`src/rtl/paddle_ctrl.sv`:
```
// paddle_ctrl: rate-limited paddle position with edge clamping and a decoded lit-row mask.
// Optional macro PADDLE_ACCEL_EN halves the step interval after four consecutive steps.
module paddle_ctrl #(
   parameter int FIELD_H   = 32,
   parameter int PAD_LEN   = 8,
   parameter int MOVE_DIV  = 4,
   parameter int RESET_POS = (FIELD_H - PAD_LEN) / 2,
   localparam int POS_W    = (FIELD_H - PAD_LEN > 0) ? $clog2(FIELD_H - PAD_LEN + 1) : 1
) (
   input  logic               clk,
   input  logic               reset,
   input  logic               tick,
   input  logic               moveUp,
   input  logic               moveDown,
   output logic [POS_W-1:0]   verticalPosition,
   output logic [FIELD_H-1:0] paddleMask,
   output logic               atTop,
   output logic               atBottom
);

   localparam int CNT_W = (MOVE_DIV > 1) ? $clog2(MOVE_DIV) : 1;
   localparam logic [POS_W-1:0] MAX_POS     = POS_W'(FIELD_H - PAD_LEN);
   localparam logic [CNT_W-1:0] SLOW_RELOAD = CNT_W'(MOVE_DIV - 1);
`ifdef PADDLE_ACCEL_EN
   localparam logic [CNT_W-1:0] FAST_RELOAD = CNT_W'((MOVE_DIV - 1) >> 1);
`endif

   typedef enum logic [1:0] {StIdle, StMoveUp, StMoveDn} state_e;

   state_e           state_q, state_d;
   logic [POS_W-1:0] pos_q, pos_d;
   logic [CNT_W-1:0] cnt_q, cnt_d;
   logic [CNT_W-1:0] reload;
   logic             req_up, req_dn;
   logic             at_top, at_bot;
   logic             step, step_up, restart, clamped;
`ifdef PADDLE_ACCEL_EN
   logic [2:0]       run_q, run_d;
`endif

   assign req_up = moveUp & ~moveDown;
   assign req_dn = moveDown & ~moveUp;
   assign at_top = (pos_q == MAX_POS);
   assign at_bot = (pos_q == '0);

   always_comb begin
      state_d = state_q;
      cnt_d   = cnt_q;
      pos_d   = pos_q;
      step    = 1'b0;
      step_up = 1'b0;
      restart = 1'b0;
      clamped = 1'b0;
      case (state_q)
         StIdle: begin
            if (tick && (req_up || req_dn)) begin
               state_d = req_up ? StMoveUp : StMoveDn;
               step    = 1'b1;
               step_up = req_up;
               restart = 1'b1;
            end
         end
         StMoveUp, StMoveDn: begin
            if (!req_up && !req_dn) begin
               state_d = StIdle;
               cnt_d   = '0;
            end else if (tick) begin
               step_up = req_up;
               if ((state_q == StMoveUp) == req_up) begin
                  if (cnt_q == '0) step = 1'b1;
                  else             cnt_d = cnt_q - 1'b1;
               end else begin
                  // Reversal behaves like leaving idle: immediate step in the new direction.
                  state_d = req_up ? StMoveUp : StMoveDn;
                  step    = 1'b1;
                  restart = 1'b1;
               end
            end
         end
         default: state_d = StIdle;
      endcase

      clamped = step & (step_up ? at_top : at_bot);
      if (step && !clamped) pos_d = step_up ? pos_q + 1'b1 : pos_q - 1'b1;

`ifdef PADDLE_ACCEL_EN
      run_d = run_q;
      if (state_d == StIdle || restart || clamped) run_d = '0;
      if (step && !clamped && run_d != 3'd7) run_d = run_d + 1'b1;
      reload = (run_d >= 3'd4) ? FAST_RELOAD : SLOW_RELOAD;
`else
      reload = SLOW_RELOAD;
`endif
      if (step) cnt_d = reload;
   end

   always_ff @(posedge clk) begin
      if (reset) begin
         state_q <= StIdle;
         pos_q   <= POS_W'(RESET_POS);
         cnt_q   <= '0;
      end else begin
         state_q <= state_d;
         pos_q   <= pos_d;
         cnt_q   <= cnt_d;
      end
   end

`ifdef PADDLE_ACCEL_EN
   always_ff @(posedge clk) begin
      if (reset) run_q <= '0;
      else       run_q <= run_d;
   end
`endif

   always_comb begin
      paddleMask = '0;
      for (int i = 0; i < FIELD_H; i++) begin
         paddleMask[i] = (i >= int'(pos_q)) && (i < int'(pos_q) + PAD_LEN);
      end
   end

   assign verticalPosition = pos_q;
   assign atTop            = at_top;
   assign atBottom         = at_bot;

endmodule

```
`config.mk`:
```
export PLATFORM = sky130hd
export DESIGN_NAME = paddle_ctrl
export DESIGN_NICKNAME = d
export VERILOG_FILES = /design/src/rtl/paddle_ctrl.sv
export SDC_FILE = /design/constraint.sdc
export NUM_CORES = 1
export LEC_CHECK = 0
export CORE_MARGIN = 3
export CORE_UTILIZATION = 55
export CTS_BUF_LIST = sky130_fd_sc_hd__clkbuf_16
export DETAILED_ROUTE_END_ITERATION = 10
export DONT_BUFFER_PORTS = 1
export HOLD_SLACK_MARGIN = 0.05
export PLACE_DENSITY_LB_ADDON = 0.1
export SYNTH_ARGS = -nofsm -noshare
export SYNTH_HDL_FRONTEND = slang
export SYNTH_SLANG_ARGS = --single-unit
```
`constraint.sdc`:
```
create_clock -name clk -period 6.1 [get_ports clk]
set_clock_uncertainty 0.1 [all_clocks]
set_input_delay 0.915 -clock clk [delete_from_list [all_inputs] [get_ports clk]]
set_output_delay 0.915 -clock clk [all_outputs]
set_load 0.1 [all_outputs]
```
==> qor.yml <==
run_status: "complete, no violations"
finalInstanceArea_sq_um: 1850
yosysSeqAreaShare: 0.122
port_buffers: 0
worst_ep_arrival_time_ns: 3.75
syn2layout_area_growth_pct: 24.9
clock_tree.buffer_depth: 2
leakage_nw: 0.735
hold_path_class: "register to register"
route.antenna.remaining_nets: 0
crit_required_ns: 5.08
h-tree-depth: 1
synth.avg_cell_area_sq_um: 6.73
insertedDiodeCount: 0
full_die_area_sq_um: 3350
wl_per_cell_um: 17.5
synth-async-reset-ratio: 0
vias: 1637
finalNetCount: 243
drt_wl_total_mm: 4.40
post_detailed_placement_cell_area_sq_um: 1770
clkTransAtPathRegs_ns: 0.04
cts_hold_repair.buffers: 0
syn-num-nets: 241
irDropWorstVdd_mv: 0.300
floorplan.rows: 18
synth_top_area_share: 0.135
post_synth_num_cell_types: 48
first_pass_grt_wire_length_mm: 7.38
hold_path_startpoint: "state_q[1]"
detail_route.first_pass.iterations: 5
placeableCoreArea_sq_um: 2520
fin_worst_hold_slack_ns: 0.369
detail_route.vias_per_cell: 6.52
fin_tns_setup_ns: 0
period_share: 0.782
dr.first_iter.drc_count: 122
synthesis.instances: 220
post-synth-top-area-cell: "sky130_fd_sc_hd__ha_1"
cts_made_buffers: 3
met1Wirelength_mm: 1.90
syn_area_sq_um: 1480
netlist_top_cells_area: "sky130_fd_sc_hd__ha_1 (14%), sky130_fd_sc_hd__dfxtp_1 (12%), sky130_fd_sc_hd__nand2_1 (6.1%)"
cts_tree: "built"
critical_path.startpoint: "verticalPosition[3]"
die_w_um: 57.9
count_of_yosys_warnings_during_synthesis: 0
critical_path_class: "register to output port"
rsz0062_at_grt: "no"
overflow_after_grt: 0
post-place-ws_ns: 1.61
final_cells: 251
globalRouteTotalUtil: 0.274
layout_cells_sized_above_1: 0.235
clock-root-buffer: "sky130_fd_sc_hd__clkbuf_16"
worst_setup_path_start_kind: "register"
fin_crit_ns: 4.77
floorplan.io_pins: 44
globalplace.congestion: 1.01
synth.ff_latch_count: 9
routed-wl-met3_um: 393
worst_slew_pin_slew_ns: 1.18
timing.final.max_slew_violations: 0
cap_viol_max_count: 0
cts_repair_resized_insts: 0
maxSlewHeadroom: 0.216
grt_max_degree: 35
cts.sinks: 9
crit_path_end_kind: "output port"
cts_post_setup_buffers_inserted: 0
final_core_utilization: 0.734
total_power_divided_by_cell_area_nw_per_um2: 314
fin_ws_ns: 1.33
route.met2.wl_mm: 2.07
post-dp-hpwl_mm: 3.23
drcViolationCount: 0
rr_startpoint: "verticalPosition[1]"
initial_cell_density_of_the_core: 0.587
max_freq_mhz: 210
crit_fanout: 25
most_used_flip_flop_cell_after_synthesis: "sky130_fd_sc_hd__dfxtp_1"
report.final.setup_viol: 0
first_global_vias: 1610
worst_skew_pair.late_latency_ns: 0.23
final-hold-violation-count: 0
die_h_um: 57.9
total_power_uw: 581
number_of_antenna_violations_at_the_first_check_in_global_routing: 0
numPlacedInstances: 247
synth-edff-count: 0
maxUsedRoutingLayer: "met4"
==> registers in the layout, indices dropped and copies added (netlist names) <==
register and flops:
state_q 2, verticalPosition 5, cnt_q 2
==> cells in the mapped netlist, drive strengths merged, types with 3 or more instances <==
library cell	number
clkbuf	12
dfxtp	9
a21oi	13
a22oi	5
mux2i	4
a221oi	4
o21a	3
nor2b	3
a211oi	7
or3	8
ha	16
buf	4
o31ai	3
nand2	24
a32o	3
inv	18
a31oi	3
nor2	24
o22ai	5
nand3	7
and3	4
o21ai	15
==> power breakdown <==
group / internal [mW] / switching (mW) / total, mW / leakage, nW
Sequential: 0.0689 / 0.00965 / 0.0785 / 0.0735
Clock: 0.0863 / 0.0284 / 0.115 / 0.0409
Combinational: 0.0854 / 0.302 / 0.388 / 0.621
Total: 0.241 / 0.340 / 0.581 / 0.735
==> critical path, cell delays in order (launching register included) <==
cell and delay, ns:
sky130_fd_sc_hd__dfxtp_2 0.61, sky130_fd_sc_hd__inv_1 0.46, sky130_fd_sc_hd__ha_2 0.84, sky130_fd_sc_hd__nand2_1 0.46, sky130_fd_sc_hd__o21ai_0 0.27, sky130_fd_sc_hd__a32o_1 0.85
==> cells in the final DEF, fill, tap and decap left out, types with 4 or more instances in the layout <==
master / count
sky130_fd_sc_hd__nor2_2: 4
sky130_fd_sc_hd__nor2_1: 20
sky130_fd_sc_hd__o21ai_0: 13
sky130_fd_sc_hd__and3_1: 4
sky130_fd_sc_hd__ha_1: 15
sky130_fd_sc_hd__nand2_1: 24
sky130_fd_sc_hd__or3_1: 6
sky130_fd_sc_hd__buf_4: 13
sky130_fd_sc_hd__dfxtp_1: 6
sky130_fd_sc_hd__a21oi_1: 12
sky130_fd_sc_hd__o22ai_1: 4
sky130_fd_sc_hd__inv_1: 18
sky130_fd_sc_hd__a211oi_4: 6
sky130_fd_sc_hd__a22oi_1: 5
sky130_fd_sc_hd__nand3_1: 7
==> kinds of logic after synthesis <==
| family | Yosys count | share of synthesized area |
|---|---|---|
| buffers and inverters | 35 | 0.101 |
| AO/OA/AOI/OAI | 72 | 0.333 |
| XOR/XNOR | 2 | 0.0118 |
| multiplexers | 5 | 0.0346 |
| AND/OR/NAND/NOR | 81 | 0.263 |
| flip-flops | 9 | 0.122 |
| adder cells (fa/ha/maj) | 16 | 0.135 |
==> worst paths after layout <==
kind,endpoint,slack (ns),cells past startpoint
setup / recovery,paddleMask[12],1.33,5
hold / removal,state_q[1],0.37,2
setup reg to reg,verticalPosition[2],3.04,8
hold reg to reg,state_q[1],0.37,2
==> per-layer routing <==
layer  vias to the layer above  global-route usage
met2                        76               0.432
li1                        796                   -
met5                         -                   0
met1                       759               0.384
met4                         0              0.0464
met3                         6              0.0646
==> cell type report <==
class,count,area (sq um)
Clock inverter,1,5.00
Tap cell,30,37.5
Timing Repair Buffer,13,97.6
Sequential cell,9,184
Multi-Input combinational cell,176,1380
Inverter,19,71.3
Fill cell,205,672
Clock buffer,3,75.1
Note: power is estimated with default switching activity, not from simulation.
